### src/rtl/apb_slave.sv
// apb_slave: APB completer with a register bank, fixed wait states and address-error response
module apb_slave #(
  parameter int DEPTH       = 16,
  parameter int WAIT_CYCLES = 2
) (
  input  logic        clk,
  input  logic        PRESET,
  input  logic        PSEL1,
  input  logic        PENABLE,
  input  logic        PWRITE,
  input  logic [31:0] PADDR,
  input  logic [31:0] PWDATA,
  output logic        PREADY,
  output logic [31:0] PRDATA,
  output logic        PSLVERR
);
  localparam int AW = DEPTH > 1 ? $clog2(DEPTH) : 1;
  typedef enum logic {IDLE, ACCESS} state_t;
  state_t state, state_n;
  logic [3:0] cnt, cnt_n;
  logic wr_q, err_q;
  logic [AW-1:0] idx_q;
  logic [31:0] wdata_q;
  logic [31:0] regs [DEPTH];
  logic setup, err_in, ld, clr, lat, we, ld_err, ld_rd;
  logic [AW-1:0] idx_in, ld_idx;
  logic [31:0] ld_data;
  assign setup   = PSEL1 && !PENABLE;
  assign err_in  = (PADDR[1:0] != 2'b00) || (PADDR >= 32'(4 * DEPTH));
  assign idx_in  = PADDR[AW+1:2];
  // zero-wait responses are loaded on the setup edge, so they come from the live bus
  assign ld_err  = state == IDLE ? err_in : err_q;
  assign ld_rd   = state == IDLE ? !PWRITE : !wr_q;
  assign ld_idx  = state == IDLE ? idx_in : idx_q;
  assign ld_data = ld_rd && !ld_err ? regs[ld_idx] : 32'h0;
  assign we      = clr && wr_q && !err_q;
  // next state, wait counting, response load and completion strobes
  always_comb begin
    state_n = state;
    cnt_n   = cnt;
    ld      = 1'b0;
    clr     = 1'b0;
    lat     = 1'b0;
    if (state == IDLE) begin
      if (setup) begin
        state_n = ACCESS;
        cnt_n   = 4'(WAIT_CYCLES);
        lat     = 1'b1;
        ld      = WAIT_CYCLES == 0;
      end
    end else if (PREADY) begin
      state_n = IDLE;
      clr     = 1'b1;
    end else if (!PSEL1 || !PENABLE) begin
      state_n = IDLE;
    end else begin
      cnt_n = cnt - 4'd1;
      ld    = cnt == 4'd1;
    end
  end
  // state register and registered response outputs
  always_ff @(posedge clk) begin
    if (PRESET) begin
      state   <= IDLE;
      cnt     <= 4'd0;
      PREADY  <= 1'b0;
      PRDATA  <= 32'h0;
      PSLVERR <= 1'b0;
    end else begin
      state   <= state_n;
      cnt     <= cnt_n;
      PREADY  <= ld ? 1'b1 : clr ? 1'b0 : PREADY;
      PRDATA  <= ld ? ld_data : clr ? 32'h0 : PRDATA;
      PSLVERR <= ld ? ld_err : clr ? 1'b0 : PSLVERR;
    end
  end
  // transfer attributes captured at the setup edge
  always_ff @(posedge clk) begin
    if (lat) begin
      wr_q    <= PWRITE;
      err_q   <= err_in;
      idx_q   <= idx_in;
      wdata_q <= PWDATA;
    end
  end
  // register bank, written only on the completion edge of a clean write
  always_ff @(posedge clk) begin
    if (PRESET) begin
      for (int i = 0; i < DEPTH; i++) regs[i] <= 32'h0;
    end else if (we) begin
      regs[idx_q] <= wdata_q;
    end
  end
endmodule

### config.mk
export PLATFORM = sky130hd
export DESIGN_NAME = apb_slave
export DESIGN_NICKNAME = d
export VERILOG_FILES = /design/src/rtl/apb_slave.sv
export SDC_FILE = /design/constraint.sdc
export NUM_CORES = 1
export LEC_CHECK = 0
export CORE_ASPECT_RATIO = 1.1
export CORE_MARGIN = 2
export CORE_UTILIZATION = 56
export DETAILED_ROUTE_END_ITERATION = 10
export PLACE_DENSITY = 0.75
export RECOVER_POWER = 100
export SYNTH_ARGS = -nofsm -noshare
export SYNTH_HDL_FRONTEND = slang
export SYNTH_SLANG_ARGS = --single-unit
### constraint.sdc
create_clock -name clk -period 4.4 [get_ports clk]
set_input_delay 0.44 -clock clk [delete_from_list [all_inputs] [get_ports clk]]
set_output_delay 0.44 -clock clk [all_outputs]
set_load 0.01 [all_outputs]
* Word-level counts from Yosys, hierarchy flattened
Memory sizes are Yosys's and may differ from the RTL's.
Cells that the tools add are included.
** Storage, ports and cells
- Memories kept :: 1
- Output and inout port bits :: 34
- RAM bits :: 512
- Bits in registers :: 77
** Memory list
- regs :: words 16, width 32, rd ports 1, clocked after memory_dff 0, write ports 16, RTL line 24 : logic [31:0] regs [DEPTH];
** Cells by class
- Magnitude comparators :: 1
- Multiplexer cells :: 31
- Reductions and logical operators :: 17
- Add/subtract/negate cells :: 1
- Equality and inequality tests :: 3
** Operator list (count)
- 32-bit 2-to-1 mux :: 4
- 32-bit by 7-bit greater-or-equal comparator with 1-bit output (second input constant) :: 1
- 32-bit OR reduction :: 1
- 4-bit 2-to-1 mux :: 6
- 1-bit 2-to-1 mux :: 21
- 1-bit logical NOT :: 6
- 2-bit nonzero test :: 3
- 4-bit by 1-bit equality test with 1-bit output (second input constant) :: 1
- 1-bit logical AND :: 4
- 2-bit inequality test (second input constant) :: 2
- 4-bit by 1-bit subtractor with 4-bit output (second input constant) :: 1
- 3-bit AND reduction :: 1
- 1-bit logical OR :: 2

* Depth between registers and ports, before layout
- Word-level depth :: 9
- Gate-level depth with buffers :: 11
- Mapped depth without buffers :: 7

* Least setup slack after synthesis
No wires, ideal clock.
- Kind :: register -> register
- Start point :: register state
- End point :: register err_q, enable pin
- Required time :: 3.906 ns
- Library setup time :: 0.494 ns
- Stages on the path, launching flop included :: 6
- Path buffers :: 4
- Arrival :: 3.826 ns
- Slack :: 0.080 ns
- Path through :: dfxtp_1 -> buf_4 -> buf_6 -> buf_6 -> clkbuf_1 -> nor3b_1
** On the way
- Word-level cells in the longest chain between the ends :: 1
** RTL lines
- start: declaration :: RTL line 19 : state_t state, state_n;
- start signal: assignment :: RTL line 70 : state <= state_n;
- 1-bit 2-to-1 mux :: RTL line 44 : if (state == IDLE) begin
- via lat :: RTL line 25 : logic setup, err_in, ld, clr, lat, we, ld_err, ld_rd;
- end signal: assignment :: RTL line 81 : err_q <= err_in;
- end: declaration :: RTL line 21 : logic wr_q, err_q;
The timed path passes the listed nets, and every way through them passes these cells.
A chain may end at the register's enable or synchronous reset.

==> summary.md <==
| Metric | Value |
|---|---|
| Num rows | `85` |
| Post-synthesis xor/xnor area fraction | `0.000625` |
| GR Util All Layers | `0.349` |
| Crit Path Class | `reg2reg` |
| I/O Pins | `103` |
| Pwr Total | `12.4 mW` |
| Final period util | `0.906` |
| Setup TNS | `0 ps` |
| Post-Syn Nets | `2557` |
| Peak supply drop | `343 µV` |
| Layout Nets | `2559` |
| Synth top area cells | `edfxtp_1, and2_1, nand2_1, o21ai_0, dfxtp_1` |
| PD cells | `395 nW/µm²` |
| Hold Slack | `367 ps` |
| RSZ-0062 raised after global routing | `no` |
| Critical Path Fanout Max | `41` |
| Distinct cells, synth | `60` |
| Top_reg_cell synth | `edfxtp_1` |
| CP endpoint kind | `flop` |
| FILL cells | `3827` |
| Vias per std cell | `6.59` |
| I/O Buffers | `102` |
| Post-CTS Setup Bufs | `0` |
| CTS H-tree depth | `2` |
| Synth top area share | `0.590` |
| Die X | `217 µm` |
| Via count | `21015` |
| Compound-gate portion of the synthesized area | `0.141` |
| Final setup viols | `0` |
| Minimum clock period | `3990 ps` |
| Maxcap violations | `9` |
| Worst Hold Class | `in2reg` |
| Mux cell area share after synthesis | `0.00201` |
| Antenna-violating nets left | `0` |
| Layout cells sized above 1 | `0.0745` |
| Area Overhead vs Synth | `12.0%` |
| First-pass GRT wire length | `132 mm` |
| Syn Area/Cell | `11.3 µm²` |
| Fmax achieved | `0.251 GHz` |
| Vias in the first global route | `20719` |
| DRC | `0` |
| CTS buffer count | `58` |
| Clk_skew | `13.2 ps` |
| Initial core utilization | `0.570` |
| CTS tree | `yes` |
| YS warnings | `0` |
| Core area | `49100 µm²` |
| Final wirelength | `89.7 mm` |
| Synth async-reset ratio | `0` |
| Count of final max-slew check failures | `268` |
| Simple-gate share of the synthesized area | `0.205` |
| Die H | `239 µm` |
| CTS resizes | `0` |
| Synth top cells by count | `edfxtp_1, and2_1, nand2_1, o21ai_0, clkbuf_1` |
| CTS Buffer Depth | `3` |
| Root buffer cell | `clkbuf_16` |
| Worst-margin pin slew | `2260 ps` |
| Gr ovfl total | `0` |
| Drt initial violations | `3021` |
| Seq cells post-synth | `589` |
| Clk slew on worst S/H paths | `60 ps` |
| Routed len/inst | `28.1 µm` |
| Synth Instances | `2486` |
| WP data arrival | `4460 ps` |
| Most numerous cell in the Yosys netlist | `edfxtp_1` |
| Initial antenna violation count | `1` |
| GP Congestion | `0.919` |
| Cts hold-fix bufs | `0` |
| Slew Limit Headroom | `-0.510` |
| Netlist Area Pre-Place | `28000 µm²` |
| Crit path launch type | `flop` |
| Area share of fa/ha/maj cells after synthesis | `0.000893` |
| Length of the first detailed-routing pass in iterations | `5` |
| Hold Vio Cnt, Final | `0` |
| Clk_lat worst skew | `630 ps` |
| Post-synth EDFFs | `550` |
| Post-route insts no fill | `3191` |
| Sequential area share after synthesis | `0.618` |
| Final worst slack | `414 ps` |
| Area leader, netlist | `edfxtp_1` |
| Main combinational cell family by area after synthesis | `simple AND/OR/NAND/NOR gates` |
| Failing checks | `max-capacitance violations, max-slew violations` |
| Largest net degree at the start of global routing | `70` |
| Outcome | `finished, violations left` |
| Pre-CTS WS | `895 ps` |
| Placed instance count | `3080` |
| P_leak | `11.0 nW` |
| Sink Count | `589` |
| Worst Path Required | `4880 ps` |
| HPWL Detailed | `53.7 mm` |
| Full die area | `51800 µm²` |
worst paths after layout:
kind                 start     endpoint  slack, ps  depth (start not counted)
hold reg to reg    PSLVERR      PSLVERR        480                          2
hold / removal    PADDR[2]     idx_q[0]        370                          1
setup reg to reg     state  regs[9][27]        410                          7
setup / recovery     state  regs[9][27]        410                          7
logic make-up (layout without fill, tap and decap cells):
| logic type | after synthesis | count (layout) |
|---|---|---|
| compound gates | 583 | 583 |
| xor+xnor | 2 | 2 |
| fa+ha+maj | 2 | 2 |
| other cells | 0 | 2 |
| mux | 5 | 5 |
| flops | 589 | 589 |
| buf+inv | 228 | 279 |
| simple gates | 1077 | 1077 |
power breakdown:
group	switching [mW]	total, mW	internal, mW	leakage [nW]
sequential	0.145	6.44	6.29	5.95
combinational	0.644	0.924	0.280	4.10
clock	2.14	5.03	2.88	0.938
routing by layer:
layer,global-route usage,vias to the layer above,wire [µm]
li1,-,8999,-
met1,0.437,10238,32300
met2,0.565,1431,42000
met3,0.0613,345,9000
met4,0.219,2,6420
met5,0,-,10
final cells by class:
cell class	count	area, µm²	share of cell area
diodes	2	5.00	0.000160
clock buffers	79	1670	0.0534
clock inverters	30	241	0.00770
inverters	7	26.3	0.000838
multi-input cells	1669	9850	0.314
flip-flops and latches	589	17300	0.551
well taps	652	816	0.0260
repair buffers	163	1460	0.0465
through the flow:
| stage | util | instance area, µm² |
|---|---|---|
| 6_report | 0.639 | 31400 |
| 2_1_floorplan | - | 28000 |
| 3_3_place_gp | 0.602 | 29600 |
| 4_1_cts | 0.641 | 31500 |
| 5_1_grt | 0.638 | 31400 |
| 3_5_place_dp | 0.602 | 29600 |
state kept, by name (all words and copies together) (netlist names):
name / count
PREADY: 1
cnt: 4
PRDATA: 32
state: 1
regs: 512
err_q: 1
wr_q: 1
idx_q: 4
wdata_q: 32
PSLVERR: 1
cell usage in the layout, fill, tap and decap left out, drive strengths merged, types with 38 or more instances in the layout:
cell type / instances
a211oi: 44
nand2b: 42
o31a: 38
buf: 46
nand2: 336
dfxtp: 39
o211ai: 42
o21ai: 177
a21oi: 82
edfxtp: 550
clkbuf: 97
and2: 516
dlygate4sd3: 70
nor2: 87
worst max-delay path, cell delays in order, from the launching register on:
cell      delay (ps)
dfxtp_4          670
nand2_1          140
or4b_1           610
nor2_1           140
nand2_1          150
nor2_1           170
clkbuf_1        1640
and2_1           300
No activity file was read; power rests on OpenSTA's default activity.
